<file path="config.mk">
export PLATFORM = sky130hd
export DESIGN_NAME = branch_predictor
export DESIGN_NICKNAME = d
export VERILOG_FILES = /design/src/rtl/branch_predictor_pkg.sv /design/src/rtl/bp_btb.sv /design/src/rtl/branch_predictor.sv
export SDC_FILE = /design/constraint.sdc
export NUM_CORES = 2
export LEC_CHECK = 0
export CAP_MARGIN = 40
export CORE_ASPECT_RATIO = 0.7
export CORE_MARGIN = 2
export CORE_UTILIZATION = 62
export DETAILED_ROUTE_END_ITERATION = 7
export PLACE_DENSITY = 0.76
export SETUP_SLACK_MARGIN = 0.3
export SKIP_CTS_REPAIR_TIMING = 1
export SYNTH_ARGS = -nofsm -noshare
export SYNTH_HDL_FRONTEND = slang
export SYNTH_MEMORY_MAX_BITS = 65536
export SYNTH_SLANG_ARGS = --single-unit
</file>
<file path="constraint.sdc">
create_clock -name clk -period 4.9 [get_ports clk]
set_input_delay 0.49 -clock clk [delete_from_list [all_inputs] [get_ports clk]]
set_output_delay 0.49 -clock clk [all_outputs]
set_load 0.005 [all_outputs]
</file>
<file path="src/rtl/branch_predictor_pkg.sv">
// Shared definitions for the branch predictor: default sizes, reset vector,
// 2-bit counter encodings and the BTB entry record.
package branch_predictor_pkg;

  localparam int GHR_WIDTH_DEF   = 5;
  localparam int BTB_INDEX_W_DEF = 6;

  localparam logic [31:0] RESET_VECTOR = 32'hbfc00000;

  typedef enum logic [1:0] {
    CNT_SNT = 2'b00,
    CNT_WNT = 2'b01,
    CNT_WT  = 2'b10,
    CNT_ST  = 2'b11
  } counter_t;

  // Tag is stored as the PC shifted right by the index+offset bits, so the
  // record stays valid for any BTB depth; unused upper tag bits remain zero.
  typedef struct packed {
    logic        valid;
    logic [31:0] tag;
    logic        is_branch;
    logic        is_jump;
    logic [31:0] target;
  } btb_entry_t;

  function automatic logic [1:0] counter_next(input logic [1:0] cnt, input logic taken);
    logic [1:0] nxt;
    nxt = cnt;
    if (taken && cnt != CNT_ST) nxt = cnt + 2'd1;
    else if (!taken && cnt != CNT_SNT) nxt = cnt - 2'd1;
    return nxt;
  endfunction

endpackage

</file>
<file path="src/rtl/bp_btb.sv">
// Direct-mapped branch target buffer: combinational read on the fetch PC,
// synchronous write from resolved-instruction feedback.
module bp_btb
  import branch_predictor_pkg::*;
#(
  parameter int INDEX_W = BTB_INDEX_W_DEF
) (
  input  logic        clk,
  input  logic        rst,
  input  logic [31:0] rd_pc,
  output logic        hit,
  output logic        hit_branch,
  output logic        hit_jump,
  output logic [31:0] hit_target,
  input  logic        wr_en,
  input  logic [31:0] wr_pc,
  input  logic        wr_branch,
  input  logic        wr_jump,
  input  logic [31:0] wr_target
);

  localparam int ENTRIES = 2 ** INDEX_W;

  btb_entry_t       mem [ENTRIES];
  btb_entry_t       rd_entry;
  logic [INDEX_W-1:0] rd_idx;
  logic [INDEX_W-1:0] wr_idx;

  function automatic logic [31:0] tag_of(input logic [31:0] pc);
    return pc >> (INDEX_W + 2);
  endfunction

  assign rd_idx     = rd_pc[INDEX_W+1:2];
  assign wr_idx     = wr_pc[INDEX_W+1:2];
  assign rd_entry   = mem[rd_idx];
  assign hit        = rd_entry.valid && (rd_entry.tag == tag_of(rd_pc));
  assign hit_branch = rd_entry.is_branch;
  assign hit_jump   = rd_entry.is_jump;
  assign hit_target = rd_entry.target;

  always_ff @(posedge clk) begin
    if (!rst) begin
      for (int i = 0; i < ENTRIES; i++) mem[i].valid <= 1'b0;
    end else if (wr_en) begin
      mem[wr_idx] <= '{valid: 1'b1, tag: tag_of(wr_pc), is_branch: wr_branch,
                       is_jump: wr_jump, target: wr_target};
    end
  end

endmodule

</file>
<file path="src/rtl/branch_predictor.sv">
// Global-history branch predictor with BTB and a pipeline output register.
// Define BP_GSHARE_EN to hash the PC into the PHT index (gshare); otherwise GHR only.
module branch_predictor
  import branch_predictor_pkg::*;
#(
  parameter int GHR_WIDTH   = GHR_WIDTH_DEF,
  parameter int BTB_INDEX_W = BTB_INDEX_W_DEF
) (
  input  logic                 clk,
  input  logic                 rst,
  input  logic                 flush,
  input  logic                 stall_current_stage,
  input  logic                 stall_next_stage,
  input  logic [31:0]          pc_in,
  input  logic                 is_branch_in,
  input  logic                 is_jump_in,
  input  logic                 is_taken_in,
  input  logic                 is_miss_in,
  input  logic [GHR_WIDTH-1:0] last_pht_index,
  input  logic [31:0]          inst_pc,
  input  logic [31:0]          target_in,
  output logic [31:0]          next_pc_out,
  output logic                 is_branch_taken_out,
  output logic [GHR_WIDTH-1:0] current_pht_index_out,
  output logic [31:0]          current_pc_out
);

  localparam int PHT_ENTRIES = 2 ** GHR_WIDTH;

  logic [GHR_WIDTH-1:0] ghr;
  logic [GHR_WIDTH-1:0] pht_index;
  logic [1:0]           pht [PHT_ENTRIES];

  logic        btb_hit;
  logic        btb_branch;
  logic        btb_jump;
  logic [31:0] btb_target;
  logic        pred_taken;

`ifdef BP_GSHARE_EN
  assign pht_index = ghr ^ pc_in[GHR_WIDTH+1:2];
`else
  assign pht_index = ghr;
`endif

  bp_btb #(.INDEX_W(BTB_INDEX_W)) u_btb (
    .clk       (clk),
    .rst       (rst),
    .rd_pc     (pc_in),
    .hit       (btb_hit),
    .hit_branch(btb_branch),
    .hit_jump  (btb_jump),
    .hit_target(btb_target),
    .wr_en     (is_branch_in | is_jump_in),
    .wr_pc     (inst_pc),
    .wr_branch (is_branch_in),
    .wr_jump   (is_jump_in),
    .wr_target (target_in)
  );

  assign pred_taken = btb_hit && (btb_jump || (btb_branch && pht[pht_index][1]));

  // A resolved mispredict always wins over the speculative lookup.
  always_comb begin
    next_pc_out = pc_in + 32'd4;
    if (is_miss_in && is_taken_in) next_pc_out = target_in;
    else if (is_miss_in) next_pc_out = inst_pc + 32'd8;
    else if (pred_taken) next_pc_out = btb_target;
  end

  always_ff @(posedge clk) begin
    if (!rst) begin
      ghr <= '0;
      for (int i = 0; i < PHT_ENTRIES; i++) pht[i] <= CNT_WNT;
    end else if (is_branch_in) begin
      ghr                 <= {ghr[GHR_WIDTH-2:0], is_taken_in};
      pht[last_pht_index] <= counter_next(pht[last_pht_index], is_taken_in);
    end
  end

  always_ff @(posedge clk) begin
    if (!rst || flush || (stall_current_stage && !stall_next_stage)) begin
      is_branch_taken_out   <= 1'b0;
      current_pht_index_out <= '0;
      current_pc_out        <= '0;
    end else if (!stall_current_stage) begin
      is_branch_taken_out   <= pred_taken;
      current_pht_index_out <= pht_index;
      current_pc_out        <= pc_in;
    end
  end

endmodule

</file>
==> impl_metrics.env <==
export IMPL_overflow=0
export IMPL_dp_hpwl_um=276000
export IMPL_slew_violations=0
export IMPL_yosys_top_cells_count="edfxtp_1 (3776), mux4_2 (1091), nor2_1 (208), nand2_1 (191), clkbuf_1 (184)"
export IMPL_worst_ep_arrival_time_ns=5.16
export IMPL_wl_um=502000
export IMPL_area_delta_synth_final_pct=15.3
export IMPL_violations="setup timing"
export IMPL_cts_sinks=3888
export IMPL_place_congestion=0.975
export IMPL_ir_drop_v=0.000380
export IMPL_cp_end_kind="primary output"
export IMPL_synth_area_leaders="edfxtp_1 (75%), mux4_2 (16%), dfxtp_1 (1.5%)"
export IMPL_cts_buffers=347
export IMPL_cp_start_kind="input pin"
export IMPL_grt_max_degree=110
export IMPL_routed_via_density=7.65
export IMPL_wire_per_inst_um=45.0
export IMPL_cp_slowest_cell="mux4_2"
export IMPL_min_period_ns=5.65
export IMPL_cts_max_level=5
export IMPL_final_setup_tns_ns=-21.03
export IMPL_ys_warn_count=0
export IMPL_vias=85200
export IMPL_worstMarginPinSlew_ns=1.13
export IMPL_synth_top_cell_by_area="edfxtp_1"
export IMPL_clkTransAtPathRegs_ns=0.07
export IMPL_grt_setup_unrepaired="true"
export IMPL_avgSynthCellArea_um2=22.4
export IMPL_root_buffer="clkbuf_16"
export IMPL_setup_ws_ns=-0.746
export IMPL_drive_gt1_frac=0.325
export IMPL_nNetsFinal=7746
export IMPL_ys_seq_elements=3888
export IMPL_synth_seq_area_share=0.765
export IMPL_min_period_over_period=1.15
export IMPL_port_buffers=179
export IMPL_status="finished with violations"
export IMPL_clkLatencyLatePin_ns=0.91
export IMPL_final_antenna_net_count=0
export IMPL_die_area_mm2=0.248
export IMPL_cts_tree="built"
export IMPL_worstSetupPathType="input pin to primary output"
export IMPL_synth_top_area_frac=0.750
export IMPL_grt_usage=0.404
export IMPL_setup_viol=32
export IMPL_hold_violations=0
export IMPL_power_mw=68.4
export IMPL_syn_area_mm2=0.151
export IMPL_synth_cells=6757
export IMPL_io_pins=180
export IMPL_synthesis_nets=6874
export IMPL_max_cap_violations=0
export IMPL_dieWidth_um=594
export IMPL_antenna_found_initial=30
export IMPL_min_path_type="input pin to flip-flop"
export IMPL_cp_common_cell="buf_12"
export IMPL_grt_pass1_wl_um=673000
export IMPL_core_area_mm2=0.242
export IMPL_drtPass1Iterations=7
export IMPL_drc=0
export IMPL_power_leakage_nw=56.1
export IMPL_start_util=0.624
export IMPL_drt_iter0_markers=18800
export IMPL_relSlewSlack=0.244
export IMPL_die_height_um=417
export IMPL_clock_fmax_mhz=177
export IMPL_clk_path_buf_depth=4
export IMPL_synth_cell_type_count=77
export IMPL_clock_skew_ns=0.0340
export IMPL_cp_max_fo=22
export IMPL_critPathRequiredTime_ns=4.41
export IMPL_ys_async_sr_fraction=0
export IMPL_synth_most_common_cell="edfxtp_1"
export IMPL_grt_pass1_vias=81700
export IMPL_ys_flop_type="edfxtp_1"
export IMPL_path_cells="buf_16 -> buf_4 -> buf_12 -> buf_12 -> mux4_2 -> a22oi_1 -> nand3_1 -> a222oi_1 -> buf_4 -> xnor2_1 -> a2111oi_4 -> o2111ai_2 -> nor4_4 -> buf_4 -> buf_12 -> buf_12 -> clkbuf_16 -> nor3_1 -> a211oi_2 -> buf_2"
export IMPL_cp_slowest_stage_delay_ns=0.55
export IMPL_synth_edff_count=3776
export IMPL_rows=151
export IMPL_power_density_mw_per_mm2=392
==> cells by family (layout without fill, tap and decap cells) <==
logic type / after synthesis / after routing / share of synthesized area
adders and majority gates: 7 / 7 / 0.000579
AOI/OAI and AO/OA: 411 / 411 / 0.0204
DFF: 3888 / 3888 / 0.765
xor gates and xnor gates: 65 / 65 / 0.00377
buffers and inverters: 409 / 1559 / 0.0126
and+or+nand+nor: 686 / 686 / 0.0217
other: 0 / 16 / 0
muxes: 1291 / 1291 / 0.176
==> final timing paths <==
kind                            slack, ns  depth (start not counted)                               end                        start
worst min register to register       0.45                          1       u_btb.mem[2][58]$_SDFF_PP1_  u_btb.mem[2][58]$_SDFF_PP1_
worst max-delay path                -0.75                         20                   next_pc_out[28]                     pc_in[2]
worst min-delay path                 0.02                          1        u_btb.mem[9][18]$_DFFE_PP_                target_in[18]
worst max register to register       1.29                         13  is_branch_taken_out$_SDFFE_PP0N_  u_btb.mem[37][44]$_DFFE_PP_
==> layout make-up <==
type | instances | area [um2]
tap | 3213 | 4020
timing repair buffer | 913 | 9060
multi-input combinational | 2460 | 34400
fill | 13400 | 67900
antenna | 16 | 40.0
clock buffer | 443 | 9370
clock inverter | 184 | 1660
sequential | 3888 | 116000
inverter | 19 | 81.3
==> per-layer routing <==
layer | wire, um | vias up | track usage
li1 | - | 30400 | -
met1 | 160000 | 43600 | 0.540
met2 | 218000 | 9438 | 0.572
met3 | 88800 | 1745 | 0.160
met4 | 34200 | 28 | 0.230
met5 | 253 | - | 0.00193
==> flip-flops by register name, indices dropped and copies added, names as in the netlist, named ones only <==
signal                 count
current_pc_out            32
current_pht_index_out      5
ghr                        5
is_branch_taken_out        1
pht                       64
u_btb.mem               3776
==> worst max-delay path, delay by kind of cell <==
kind	cells	cell delay [ns]
AO/OA/AOI/OAI	5	1.58
buffers and inverters	10	1.78
XOR/XNOR	1	0.09
multiplexers	1	0.55
AND/OR/NAND/NOR	3	0.57
==> cells in the final DEF (no fill, tap or decap), types with 69 or more instances in the layout <==
cell type           n
clkbuf_16         363
buf_12            143
mux4_2           1091
buf_4             562
buf_2              69
clkdlybuf4s50_1    79
mux2i_1           178
nor2_1            143
dfxtp_1           112
nand2_1           190
edfxtp_1         3776
clkbuf_1           78
nand3_1            80
clkinv_1           77
==> metrics by stage <==
step                cells  utilization  cell area, um2  hold WS (ns)  worst slack (ns)
floorplan            6757            -          151000         0.419             0.336
global placement    10400        0.669          162000         0.427             -1.15
detailed placement  10500        0.671          163000         0.436             -1.27
CTS                 11100        0.717          174000        -0.142             -1.41
global route        11100        0.719          174000      -0.00111            -0.668
finish              11100        0.720          174000        0.0167            -0.746
==> power by group <==
| group | internal, mW | switching [mW] |
|---|---|---|
| clock network | 15.1 | 12.2 |
| logic | 1.71 | 2.70 |
| registers | 36.6 | 0.0720 |
No activity file was read; power rests on OpenSTA's default activity.
